`config.mk`:
```
export PLATFORM = sky130hd
export DESIGN_NAME = lsu_byte_seq_flat
export DESIGN_NICKNAME = d
export VERILOG_FILES = /design/src/rtl/lsu_byte_seq_if.sv /design/src/rtl/lsu_byte_seq.sv /design/src/flat_wrapper.sv
export SDC_FILE = /design/constraint.sdc
export NUM_CORES = 1
export LEC_CHECK = 0
export BUFFER_PORTS_ARGS = -buffer_cell sky130_fd_sc_hd__buf_2
export CORE_UTILIZATION = 30
export DETAILED_ROUTE_END_ITERATION = 10
export PLACE_DENSITY = 0.49
export SETUP_SLACK_MARGIN = 0.05
export SLEW_MARGIN = 10
export SYNTH_ARGS = -nofsm -noshare
export SYNTH_HDL_FRONTEND = slang
export SYNTH_SLANG_ARGS = --single-unit
```
`constraint.sdc`:
```
create_clock -name clk -period 3.8 [get_ports clk]
set_input_delay 0.76 -clock clk [delete_from_list [all_inputs] [get_ports clk]]
set_output_delay 0.76 -clock clk [all_outputs]
set_load 0.01 [all_outputs]
```
`src/rtl/lsu_byte_seq_if.sv`:
```
// lsu_byte_seq_if: request, response and byte-memory signals of the
// load/store byte sequencer, bundled as one interface.
//
// Handshake: a request transfers on a rising clk edge where req_valid and
// req_ready are both high. The requester holds req_valid and the req_*
// fields stable until that edge. rsp_valid is a one-cycle pulse and has no
// backpressure. mem_rdata is combinational from mem_addr.
//
// Modports:
//   slave  - the sequencer (drives req_ready, rsp_*, busy, mem_* strobes)
//   master - the requester plus memory (drives req_*, mem_rdata)
interface lsu_byte_seq_if #(
    parameter int ADDR_W = 8
);
    logic              req_valid;
    logic              req_ready;
    logic              req_write;
    logic [2:0]        req_funct3;
    logic [ADDR_W-1:0] req_addr;
    logic [31:0]       req_wdata;
    logic              rsp_valid;
    logic [31:0]       rsp_rdata;
    logic              rsp_err;
    logic              busy;
    logic [ADDR_W-1:0] mem_addr;
    logic              mem_re;
    logic              mem_we;
    logic [7:0]        mem_wdata;
    logic [7:0]        mem_rdata;

    modport slave (
        input  req_valid, req_write, req_funct3, req_addr, req_wdata, mem_rdata,
        output req_ready, rsp_valid, rsp_rdata, rsp_err, busy,
               mem_addr, mem_re, mem_we, mem_wdata
    );

    modport master (
        output req_valid, req_write, req_funct3, req_addr, req_wdata, mem_rdata,
        input  req_ready, rsp_valid, rsp_rdata, rsp_err, busy,
               mem_addr, mem_re, mem_we, mem_wdata
    );
endinterface

```
`src/rtl/lsu_byte_seq.sv`:
```
// lsu_byte_seq: accepts one RISC-V load/store (decoded by funct3) at a time
// and sequences it over an 8-bit memory port, one byte per cycle,
// little-endian. Loads return a sign- or zero-extended 32-bit result.
//
// Ports:
//   clk        rising-edge clock
//   rst_n      asynchronous active-low reset
//   bus        lsu_byte_seq_if.slave: req_*, rsp_*, busy, mem_*
//   dbg_state  current FSM state (0 IDLE, 1 XFER, 2 RESP)
//
// Optional feature macro: LSU_MISALIGN_TRAP_EN. When defined, misaligned
// halfword/word accesses are answered with an error response and never
// touch memory. When undefined they are performed byte by byte with wrap.
module lsu_byte_seq #(
    parameter int ADDR_W = 8
) (
    input  logic                clk,
    input  logic                rst_n,
    lsu_byte_seq_if.slave       bus,
    output logic [1:0]          dbg_state
);
    typedef enum logic [1:0] {
        S_IDLE = 2'd0,
        S_XFER = 2'd1,
        S_RESP = 2'd2
    } state_t;

    state_t            state_q, state_d;
    logic              wr_q;
    logic [2:0]        f3_q;
    logic [ADDR_W-1:0] addr_q;
    logic [31:0]       wdata_q;
    logic [1:0]        idx_q;
    logic [31:0]       asm_q;
    logic              err_q;
    logic [31:0]       hold_rdata_q;
    logic              hold_err_q;

    logic              req_legal;
    logic              req_trap;
    logic              req_ok;
    logic [1:0]        last_idx;
    logic [31:0]       load_result;

    // Request decode. Stores only exist for byte/half/word (funct3[2]=0).
    always_comb begin
        req_legal = 1'b0;
        case (bus.req_funct3)
            3'b000, 3'b001, 3'b010: req_legal = 1'b1;
            3'b100, 3'b101:         req_legal = !bus.req_write;
            default:                req_legal = 1'b0;
        endcase
    end

`ifdef LSU_MISALIGN_TRAP_EN
    always_comb begin
        req_trap = 1'b0;
        case (bus.req_funct3[1:0])
            2'b01:   req_trap = bus.req_addr[0];
            2'b10:   req_trap = (bus.req_addr[1:0] != 2'b00);
            default: req_trap = 1'b0;
        endcase
    end
`else
    assign req_trap = 1'b0;
`endif

    assign req_ok = req_legal && !req_trap;

    // Index of the final byte: 0, 1 or 3 for byte, half, word.
    always_comb begin
        case (f3_q[1:0])
            2'b00:   last_idx = 2'd0;
            2'b01:   last_idx = 2'd1;
            default: last_idx = 2'd3;
        endcase
    end

    // Extension of the assembled bytes; stores and errors report zero.
    always_comb begin
        load_result = 32'd0;
        if (!err_q && !wr_q) begin
            case (f3_q)
                3'b000:  load_result = {{24{asm_q[7]}}, asm_q[7:0]};
                3'b001:  load_result = {{16{asm_q[15]}}, asm_q[15:0]};
                3'b010:  load_result = asm_q;
                3'b100:  load_result = {24'd0, asm_q[7:0]};
                3'b101:  load_result = {16'd0, asm_q[15:0]};
                default: load_result = 32'd0;
            endcase
        end
    end

    // FSM: state register
    always_ff @(posedge clk or negedge rst_n) begin
        if (!rst_n) state_q <= S_IDLE;
        else        state_q <= state_d;
    end

    // FSM: next state
    always_comb begin
        state_d = state_q;
        case (state_q)
            S_IDLE:  if (bus.req_valid) state_d = req_ok ? S_XFER : S_RESP;
            S_XFER:  if (idx_q == last_idx) state_d = S_RESP;
            S_RESP:  state_d = S_IDLE;
            default: state_d = S_IDLE;
        endcase
    end

    // Datapath registers: request latch, byte index, load assembly, and the
    // response values that persist after the RESP pulse.
    always_ff @(posedge clk or negedge rst_n) begin
        if (!rst_n) begin
            wr_q         <= 1'b0;
            f3_q         <= 3'd0;
            addr_q       <= '0;
            wdata_q      <= 32'd0;
            idx_q        <= 2'd0;
            asm_q        <= 32'd0;
            err_q        <= 1'b0;
            hold_rdata_q <= 32'd0;
            hold_err_q   <= 1'b0;
        end else begin
            case (state_q)
                S_IDLE: begin
                    if (bus.req_valid) begin
                        wr_q    <= bus.req_write;
                        f3_q    <= bus.req_funct3;
                        addr_q  <= bus.req_addr;
                        wdata_q <= bus.req_wdata;
                        idx_q   <= 2'd0;
                        asm_q   <= 32'd0;
                        err_q   <= !req_ok;
                    end
                end
                S_XFER: begin
                    idx_q <= idx_q + 2'd1;
                    if (!wr_q) asm_q[{idx_q, 3'b000} +: 8] <= bus.mem_rdata;
                end
                S_RESP: begin
                    hold_rdata_q <= load_result;
                    hold_err_q   <= err_q;
                end
                default: ;
            endcase
        end
    end

    // FSM: outputs
    always_comb begin
        bus.req_ready = (state_q == S_IDLE);
        bus.busy      = (state_q != S_IDLE);
        bus.rsp_valid = (state_q == S_RESP);
        bus.rsp_rdata = hold_rdata_q;
        bus.rsp_err   = hold_err_q;
        bus.mem_addr  = '0;
        bus.mem_re    = 1'b0;
        bus.mem_we    = 1'b0;
        bus.mem_wdata = 8'd0;
        if (state_q == S_RESP) begin
            bus.rsp_rdata = load_result;
            bus.rsp_err   = err_q;
        end
        if (state_q == S_XFER) begin
            // Address arithmetic is ADDR_W wide, so it wraps naturally.
            bus.mem_addr = addr_q + ADDR_W'(idx_q);
            bus.mem_re   = !wr_q;
            bus.mem_we   = wr_q;
            if (wr_q) bus.mem_wdata = wdata_q[{idx_q, 3'b000} +: 8];
        end
        dbg_state = state_q;
    end
endmodule

```
`src/flat_wrapper.sv`:
```
// flat-port wrapper written by rule: the top's interface ports become plain ports
module lsu_byte_seq_flat 
#(
    parameter int ADDR_W = 8
)
  (clk, rst_n, dbg_state, bus_req_valid, bus_req_write, bus_req_funct3, bus_req_addr, bus_req_wdata, bus_mem_rdata, bus_req_ready, bus_rsp_valid, bus_rsp_rdata, bus_rsp_err, bus_busy, bus_mem_addr, bus_mem_re, bus_mem_we, bus_mem_wdata);
  lsu_byte_seq_if #(.ADDR_W(ADDR_W)) bus_i ();
  input  logic clk;
  input  logic rst_n;
  output logic [1:0] dbg_state;
  input wire logic [$bits(bus_i.req_valid)-1:0] bus_req_valid;
  input wire logic [$bits(bus_i.req_write)-1:0] bus_req_write;
  input wire logic [$bits(bus_i.req_funct3)-1:0] bus_req_funct3;
  input wire logic [$bits(bus_i.req_addr)-1:0] bus_req_addr;
  input wire logic [$bits(bus_i.req_wdata)-1:0] bus_req_wdata;
  input wire logic [$bits(bus_i.mem_rdata)-1:0] bus_mem_rdata;
  output wire logic [$bits(bus_i.req_ready)-1:0] bus_req_ready;
  output wire logic [$bits(bus_i.rsp_valid)-1:0] bus_rsp_valid;
  output wire logic [$bits(bus_i.rsp_rdata)-1:0] bus_rsp_rdata;
  output wire logic [$bits(bus_i.rsp_err)-1:0] bus_rsp_err;
  output wire logic [$bits(bus_i.busy)-1:0] bus_busy;
  output wire logic [$bits(bus_i.mem_addr)-1:0] bus_mem_addr;
  output wire logic [$bits(bus_i.mem_re)-1:0] bus_mem_re;
  output wire logic [$bits(bus_i.mem_we)-1:0] bus_mem_we;
  output wire logic [$bits(bus_i.mem_wdata)-1:0] bus_mem_wdata;
  assign bus_i.req_valid = bus_req_valid;
  assign bus_i.req_write = bus_req_write;
  assign bus_i.req_funct3 = bus_req_funct3;
  assign bus_i.req_addr = bus_req_addr;
  assign bus_i.req_wdata = bus_req_wdata;
  assign bus_i.mem_rdata = bus_mem_rdata;
  assign bus_req_ready = bus_i.req_ready;
  assign bus_rsp_valid = bus_i.rsp_valid;
  assign bus_rsp_rdata = bus_i.rsp_rdata;
  assign bus_rsp_err = bus_i.rsp_err;
  assign bus_busy = bus_i.busy;
  assign bus_mem_addr = bus_i.mem_addr;
  assign bus_mem_re = bus_i.mem_re;
  assign bus_mem_we = bus_i.mem_we;
  assign bus_mem_wdata = bus_i.mem_wdata;
  lsu_byte_seq #(.ADDR_W(ADDR_W)) u_core (.clk(clk), .rst_n(rst_n), .bus(bus_i), .dbg_state(dbg_state));
endmodule
```
---- Word-level counts from Yosys, hierarchy flattened ----
Index checks and enable logic that the tools add are counted.
cells by class
  bitwise logic cells ..................... 0
  shift operators ......................... 3
  equal/unequal tests ..................... 15
  magnitude comparators ................... 0
  $add $sub $neg .......................... 3
  multipliers ............................. 0
  div/mod/pow operators ................... 0
  reduce and logical (&&, ||, !) cells .... 17
  multiplexer cells ....................... 21
operators with widths
  kind                                                   number
  case mux 32 bit (5 select lines)                       1
  two-way mux 32 bit                                     4
  case mux 32 bit (2 select lines)                       1
  bitwise mux 32 bit                                     1
  variable shift 8 x 7 -> 32 bit (first input constant)  1
  variable part select 32 x 6 -> 8 bit                   1
  variable part select 8 x 7 -> 32 bit                   1
  two-way mux 8 bit                                      3
  == test 3 bit (second input constant)                  4
  case mux 2 bit (2 select lines)                        3
  adder 8 x 2 -> 8 bit                                   1
  two-way mux 2 bit                                      4
  negation 5 -> 7 bit                                    1
  == test 3 x 1 -> 1 bit (second input constant)         2
  == test 3 x 2 -> 1 bit (second input constant)         2
  zero test 3 bit                                        2
  AND reduction 2 bit                                    3
  == test 2 x 1 -> 1 bit (second input constant)         2
  zero test 1 bit                                        4
  zero test 2 bit                                        2
  != test 2 bit (second input constant)                  2
  nonzero test 2 bit                                     2
  two-way mux 1 bit                                      3
  AND reduction 3 bit                                    1
  other kinds (8)                                        8
word-level totals
  register bits ........................... 114
  logic and storage cells ................. 69
  input port bits ......................... 55
  memory bits (read-only) ................. 0
  RAM bits ................................ 0
  bits in latches ......................... 0
  output and inout port bits .............. 56
  memories kept ........................... 0

---- Longest topological paths before layout ----
Gate-level depths: netlist of the first run.
  word-level depth ........................ 6
  mapped depth ............................ 8
  gate-level depth less buffers ........... 5

---- Least setup slack after synthesis of the first run ----
Ideal clock, no wire load.
  path type ............................... register to output
  start ................................... register u_core.f3_q[0]
  end ..................................... output bus_rsp_rdata[10]
  arrival ................................. 1618 ps
  cell stages (with the launch flop) ...... 6
  required time ........................... 3040 ps
  setup slack ............................. 1422 ps
  path buffers ............................ 2
  cell sequence ........................... dfrtp_1 > or2_1 > buf_6 > a2111oi_4 > buf_6 > a22o_1
on the way
  cells in the longest elaborated chain, start to end .. 4
  elaborated cells between the ends (all ways) .. 8
  those cells by class .................... eq/ne: 4; mux: 3; reduce/logical: 1
ends and longest elaborated chain
  item                                   line                 text
  from (decl)                            lsu_byte_seq.sv:30   logic [2:0] f3_q;
  from (signal assigned)                 lsu_byte_seq.sv:129  f3_q <= bus.req_funct3;
  == test 3 bit (tied with other cells)  lsu_byte_seq.sv:83   case (f3_q)
  case mux 32 bit (5 select lines) (*)   lsu_byte_seq.sv:83
  two-way mux 32 bit (*)                 lsu_byte_seq.sv:82   if (!err_q && !wr_q) begin
  two-way mux 32 bit (*)                 -
  to (decl)                              flat_wrapper.sv:19   output wire logic [$bits(bus_i.rsp_rdata)-1:0] bus_rsp_rdata;
Mark *: on every way between the ends. The rest lies on a longest branch, timed or not.

---- Worst setup path in the final report of the first run ----
  start ................................... register u_core.f3_q[1]
  end ..................................... output bus_rsp_rdata[22]
Same word-level chain as after synthesis.

==> run_results.csv, run 1 <==
group,metric,value,unit
critical_path,end_kind,"output port",
placed_design,placed_area,0.00624,sq mm
clocking,cts_resized,0,
placed_design,dp.final_hpwl,9710,um
routing,first_pass_iters,4,
cells_and_area,area.sequential,0.00285,sq mm
floorplan,die_h,137,um
routing,vias,3936,
routing,drc,0,
timing,hold_ws,425,ps
timing,worstMarginPinSlew,1040,ps
cells_and_area,antenna_cells,0,
critical_path,start_kind,"flip-flop",
critical_path,crit_family,"flip-flops",
critical_path,critPathKind,"reg2out",
status,status,"complete, no violations",
clocking,cts_tree,"yes",
placed_design,io_buffers,110,
power,powerDensity,725,mW/mm^2
timing,min_period,3190,ps
floorplan,initial_core_util,31.1,%
synthesis,yosys.area.top_type,"dfrtp_1",
power,p_leak,3.37,nW
synthesis,synth_common_cells,"dfrtp_1 (114), mux2_2 (72), and3_1 (38)",
clocking,cts.sinks,114,
timing,fin_crit_sh,83.8,%
synthesis,syn_nets,493,
synthesis,postSynthCellCount,431,
cells_and_area,final_layout_size_suffix_gt1_share,43.0,%
flow_run,maxCapViolations,0,
critical_path,path_max_fanout,16,
cells_and_area,multi_input_area,0.00240,sq mm
clocking,cts_buffers,17,
routing,routed_via_density,5.06,
floorplan,rows,48,
synthesis,yosys.area_share.simple,10.0,%
synthesis,syn-mean-instance-area,12.6,sq um
synthesis,yosys-top-cells-area,"dfrtp_1 (52%), mux2_2 (15%), a22o_1 (5.3%)",
global_routing,grt_max_degree,59,
global_routing,grt_pass1_vias,4198,
timing,relSlewSlack,30.7,%
clocking,postCtsSetupBuffers,0,
clocking,clk_pin_slew,50,ps
timing,hold_viol,0,
clocking,clockRootBuffer,"clkbuf_16",
critical_path,worst_ep_required_time,3040,ps
cells_and_area,final_area,0.00687,sq mm
routing,drt_iter0_markers,194,
critical_path,cp.arrival,2430,ps
clocking,postCtsHoldBufs,0,
timing,fmax,314,MHz
floorplan,boundaryPins,111,
routing,final_antenna_net_count,0,
synthesis,synth_top_area_share,52.4,%
timing,setup_violations,0,
timing,finalSetupTns,0,ps
synthesis,synth_mux_area_share,20.3,%
critical_path,worst_path_largest_cell_delay,880,ps
hold_path,min_path_type,"in2async",
timing,fin_skew,6.78,ps
floorplan,fp.dieW,137,um
routing,routedWlPerCell,18.2,um
synthesis,synth_fa_ha_area_share,1.75,%
clocking,clock_latency,420,ps
floorplan,die_area,0.0187,sq mm
synthesis,synth_seq_cells,114,
critical_path,crit_chain,"or2_1 > o21ai_0 > a22o_1 > buf_2",
synthesis,yosysUniqueCellTypes,44,
power,peakVddDrop,0.000429,V
synthesis,synth.cell_area,0.00545,sq mm
critical_path,slowest_stage,"dfrtp_1",
cells_and_area,areaGrowthSynthToFinish,26.0,%
synthesis,yosys.cell_count.top_type,"dfrtp_1",
synthesis,synth_compound_area_share,11.5,%
routing,routed_wl,14200,um
clocking,htreeDepth,4,
cells_and_area,final_util,39.2,%
synthesis,synthXorXnorAreaFrac,0.482,%
placed_design,gp_congestion,0.755,
synthesis,synth_edf_count,0,
clocking,cts.path.max_buffers,2,
cells_and_area,fill_cells,1724,
cells_and_area,final_nets,603,
synthesis,yosys_warnings,0,
synthesis,synth_top_family_by_area,"multiplexers",
synthesis,async_flop_share,100,%
global_routing,overflow,0,
global_routing,antenna_found_initial,1,
global_routing,grt_pass1_wl,22800,um
critical_path,path_buf_inv,1,
synthesis,seq_area_frac_synth,52.4,%
timing,rsz0062_at_grt,"false",
power,finalPower,4.98,mW
timing,finalMaxSlewViolations,0,
synthesis,ys.flop_type,"dfrtp_1",
floorplan,placeableCoreArea,0.0175,sq mm
global_routing,grt_usage,16.4,%
[power by group]
group	leakage, nW	switching [mW]	internal, mW
Sequential	1.48	0.299	1.51
Combinational	1.59	0.750	0.717
Clock	0.296	0.557	1.15
Total	3.37	1.61	3.37
[cell type report]
cell class	count	share of cell area, %
repair buffers	122	9.73
inverters	9	0.492
clock buffers	23	6.96
well taps	225	4.10
clock inverters	8	2.20
multi-input cells	277	35.0
flip-flops and latches	114	41.5
[logic make-up after synthesis]
| kind of cell | after synthesis |
|---|---|
| flip-flops | 114 |
| buffers and inverters | 40 |
| multiplexers | 91 |
| AO/OA/AOI/OAI | 81 |
| XOR/XNOR | 3 |
| AND/OR/NAND/NOR | 95 |
| adder cells (fa/ha/maj) | 7 |
[cells in the final DEF (no fill, tap or decap), types with 5 or more instances in the layout]
master / instances
nor2_1: 5
buf_2: 109
buf_4: 11
ha_1: 6
o21ai_0: 18
dfrtp_1: 114
nand2_1: 21
a22o_1: 33
clkbuf_16: 17
mux2_2: 72
mux2i_1: 9
and3_1: 38
mux4_2: 8
o2bb2ai_1: 8
a21oi_1: 6
inv_1: 9
[metrics by stage]
stage          setup WS, ps  instances
5_1_grt                 494        778
6_report                614        778
4_1_cts                 580        778
3_5_place_dp            998        747
2_1_floorplan          1420        431
3_3_place_gp           1100        747
[final timing paths]
check | from | to | slack, ps | cells past startpoint
max reg2reg | u_core.idx_q[0]$_DFFE_PN0P_ | u_core.asm_q[28]$_DFFE_PN0P_ | 1400 | 5
min in group clk | u_core.asm_q[18]$_DFFE_PN0P_ | u_core.asm_q[18]$_DFFE_PN0P_ | 490 | 1
max in group asynchronous | rst_n | u_core.addr_q[1]$_DFFE_PN0P_ | 2580 | 2
max | u_core.f3_q[1]$_DFFE_PN0P_ | bus_rsp_rdata[22] | 610 | 4
min reg2reg | u_core.asm_q[18]$_DFFE_PN0P_ | u_core.asm_q[18]$_DFFE_PN0P_ | 490 | 1
min | rst_n | u_core.hold_rdata_q[7]$_DFF_PN0_ | 420 | 1
[routing by layer]
layer / GRT usage (%) / part of all wire [%] / wire length, um
met3: 6.30 / 7.2 / 1030
met5: 0 / 0 / 0
met4: 5.98 / 1.5 / 208
met2: 25.5 / 47 / 6620
met1: 20.6 / 45 / 6330
[flip-flops by register name (all words and copies together) (netlist names)]
name	cells
u_core.f3_q	3
u_core.hold_rdata_q	32
u_core.hold_err_q	1
u_core.err_q	1
u_core.wdata_q	32
u_core.idx_q	2
u_core.addr_q	8
u_core.wr_q	1
u_core.asm_q	32
u_core.dbg_state	2
No activity file was read; power rests on OpenSTA's default activity.
==> run 2: changes to the inputs <==
--- a/config.mk
+++ b/config.mk
@@ -5,10 +5,11 @@
 export SDC_FILE = /design/constraint.sdc
 export NUM_CORES = 1
 export LEC_CHECK = 0
+export ABC_AREA = 1
 export BUFFER_PORTS_ARGS = -buffer_cell sky130_fd_sc_hd__buf_2
 export CORE_UTILIZATION = 30
 export DETAILED_ROUTE_END_ITERATION = 10
-export PLACE_DENSITY = 0.49
+export PLACE_DENSITY = 0.5
 export SETUP_SLACK_MARGIN = 0.05
 export SLEW_MARGIN = 10
 export SYNTH_ARGS = -nofsm -noshare
==> constraint.sdc (replaced) <==
create_clock -name clk -period 2.7 [get_ports clk]
set_input_delay 0.54 -clock clk [delete_from_list [all_inputs] [get_ports clk]]
set_output_delay 0.54 -clock clk [all_outputs]
set_load 0.01 [all_outputs]
==> run_results.csv, run 2 <==
group,metric,value,unit
power,powerDensity,1100,mW/mm^2
critical_path,critPathKind,"reg2out",
cells_and_area,mostFrequentLayoutCells,"nand2_1 (360), dfrtp_1 (114), buf_2 (109), nor2_1 (65), nand3_1 (57)",
cells_and_area,layout_commonest_cell,"nand2_1",
global_routing,grt_max_degree,115,
synthesis,syn_nets,807,
global_routing,antenna_found_initial,1,
timing,fin_crit_sh,93.2,%
global_routing,grt_usage,16.7,%
power,p_switching,3.03,mW
cells_and_area,top_regs,"u_core.asm_q: 32 flops, u_core.hold_rdata_q: 32 flops, u_core.wdata_q: 32 flops",
synthesis,yosys.area.top_type,"dfrtp_1",
timing,setup_violations,0,
critical_path,worst_ep_required_time,2160,ps
cells_and_area,areaGrowthSynthToFinish,27.2,%
clocking,cts.path.max_buffers,2,
critical_path,r2r-end,"u_core.asm_q[4]$_DFFE_PN0P_",
timing,worstMarginPinSlew,640,ps
critical_path,end_kind,"output port",
clocking,clk_pin_slew,60,ps
cells_and_area,final_area,0.00716,sq mm
timing,finalMaxSlewViolations,0,
timing,min_period,2520,ps
status,violations,"design-rule violations",
timing,fin_skew,7.61,ps
critical_path,crit_start,"u_core.idx_q[0]$_DFFE_PN0P_",
routing,routedWlPerCell,14.1,um
floorplan,placeableCoreArea,0.0181,sq mm
critical_path,worst-r2r-setup-slack,600,ps
synthesis,ys.flop_type,"dfrtp_1",
critical_path,rr_worst_depth,9,
synthesis,seq_area_frac_synth,50.7,%
synthesis,yosys-top-cells-area,"dfrtp_1 (51%), nand2_1 (24%), nand3_1 (5.1%)",
power,p_leak,4.03,nW
routing,routed_via_density,4.53,
routing,first_pass_iters,10,
placed_design,io_buffers,110,
power,peakVddDrop,0.000468,V
routing,drt_iter0_markers,253,
clocking,cts_tree,"yes",
clocking,htreeDepth,4,
placed_design,gp_congestion,0.805,
cells_and_area,area.sequential,0.00285,sq mm
cells_and_area,final_nets,926,
power,internal_power,4.87,mW
power,power_frac_seq,31.6,%
floorplan,boundaryPins,111,
critical_path,start_kind,"flip-flop",
flow_run,maxCapViolations,0,
floorplan,die_area,0.0193,sq mm
placed_design,placed_area,0.00640,sq mm
clocking,postCtsHoldBufs,0,
cells_and_area,fill_cells,1927,
cells_and_area,final_layout_size_suffix_gt1_share,20.3,%
synthesis,synth_edf_count,0,
global_routing,overflow,0,
critical_path,path_max_fanout,3,
timing,rsz0062_at_grt,"false",
routing,routed_wl,15600,um
synthesis,yosys.cell_count.top_type,"nand2_1",
synthesis,synth_common_cells,"nand2_1 (360), dfrtp_1 (114), nor2_1 (65)",
floorplan,initial_core_util,31.0,%
routing,vias,5010,
critical_path,r2r-start,"u_core.idx_q[0]$_DFFE_PN0P_",
synthesis,yosysUniqueCellTypes,31,
timing,finalSetupTns,0,ps
timing,fmax,397,MHz
routing,final_antenna_net_count,0,
power,combPwrFrac,35.4,%
placed_design,dp.final_hpwl,10800,um
synthesis,synth_seq_cells,114,
clocking,cts_buffers,17,
clocking,clock_latency,420,ps
critical_path,cp.arrival,1980,ps
synthesis,synth_top_area_share,50.7,%
floorplan,fp.dieW,139,um
synthesis,syn-mean-instance-area,7.55,sq um
synthesis,yosys_warnings,0,
hold_path,min_path_type,"in2async",
power,clkPwrFrac,33.0,%
timing,relSlewSlack,57.3,%
synthesis,async_flop_share,100,%
floorplan,rows,49,
power,switching_share,38.4,%
synthesis,synth.cell_area,0.00563,sq mm
cells_and_area,multi_input_area,0.00248,sq mm
global_routing,grt_pass1_vias,4961,
status,status,"complete, but fails checks",
global_routing,grt_pass1_wl,25300,um
routing,drc,8,
timing,hold_viol,0,
clocking,cts.sinks,114,
floorplan,die_h,139,um
synthesis,postSynthCellCount,745,
clocking,clockRootBuffer,"clkbuf_16",
## run 2: cell types whose count changed in the layout (fill, tap and decap cells not counted), sizes merged, moves of 15 or more
| cell | delta |
|---|---|
| nand3 | +56 |
| nand2 | +342 |
| mux2 | -74 |
| nor3 | +15 |
| and3 | -38 |
| inv | +24 |
| a22o | -33 |
| nor2 | +68 |
## run 2: how the worst max path moves through the flow
| stage | end | cells past startpoint | slack [ps] |
|---|---|---|---|
| 5_1_grt | bus_rsp_rdata[8] | 6 | 50 |
| 4_1_cts | bus_rsp_rdata[28] | 6 | 110 |
| 2_1_floorplan | bus_mem_addr[6] | 7 | 740 |
| 3_3_place_gp | u_core.asm_q[23]$_DFFE_PN0P_ | 9 | 580 |
| 6_report | bus_mem_addr[6] | 8 | 180 |
| 3_5_place_dp | bus_rsp_rdata[28] | 6 | 570 |
## run 2: cell type report
cell class,instances,share of cell area [%]
sequential,114,39.9
multi-input combinational,569,34.7
timing repair buffer,128,9.97
clock buffer,23,6.82
tap,229,4.00
clock inverter,9,2.78
inverter,34,1.87
antenna,1,0.0350
## run 2: critical path, stage by stage, from the launching register on
cell and delay (ps):
dfrtp_1 390, ha_1 240, fa_1 390, nand2_1 110
nor2_1 60, nand3_1 70, nand2_1 50, nor2_1 110
buf_2 140
## run 2: timing repair
action	in CTS	in global routing
setup endpoints to repair	0	35
setup buffers	0	5
gates resized for setup	0	1
## run 2: routing by layer
| metal | GRT usage [%] | part of all wire [%] |
|---|---|---|
| met5 | 0 | 0.083 |
| met1 | 22.4 | 48 |
| met4 | 5.09 | 1.1 |
| met2 | 26.2 | 46 |
| met3 | 4.80 | 4.9 |
## run 2: power by group through the flow
stage	clock network (mW)	logic, mW	registers (mW)
2_1_floorplan	0	1.99	2.41
3_3_place_gp	0	2.76	2.52
3_5_place_dp	0	2.76	2.52
4_1_cts	2.67	2.78	2.50
5_1_grt	2.75	3.22	2.55
6_report	2.61	2.80	2.49
## run 2: kinds of logic (layout without fill, tap and decap cells)
logic type	Yosys count	count (layout)	synth area share (%)
simple gates	512	513	37.5
flops	114	114	50.7
buf+inv	63	194	5.38
compound gates	47	47	4.36
fa+ha+maj	7	7	1.69
xor+xnor	2	2	0.311
other cells	0	1	0
## run 2: through the flow
step / utilization (%) / setup slack [ps] / hold WS (ps) / total power, mW / instances
2_1_floorplan: - / 736 / 244 / 4.40 / 745
3_3_place_gp: 35.3 / 583 / 456 / 5.28 / 1068
3_5_place_dp: 35.3 / 565 / 459 / 5.28 / 1068
4_1_cts: 39.1 / 109 / 237 / 7.95 / 1100
5_1_grt: 39.4 / 53.3 / 235 / 8.52 / 1106
6_report: 39.4 / 183 / 186 / 7.90 / 1107
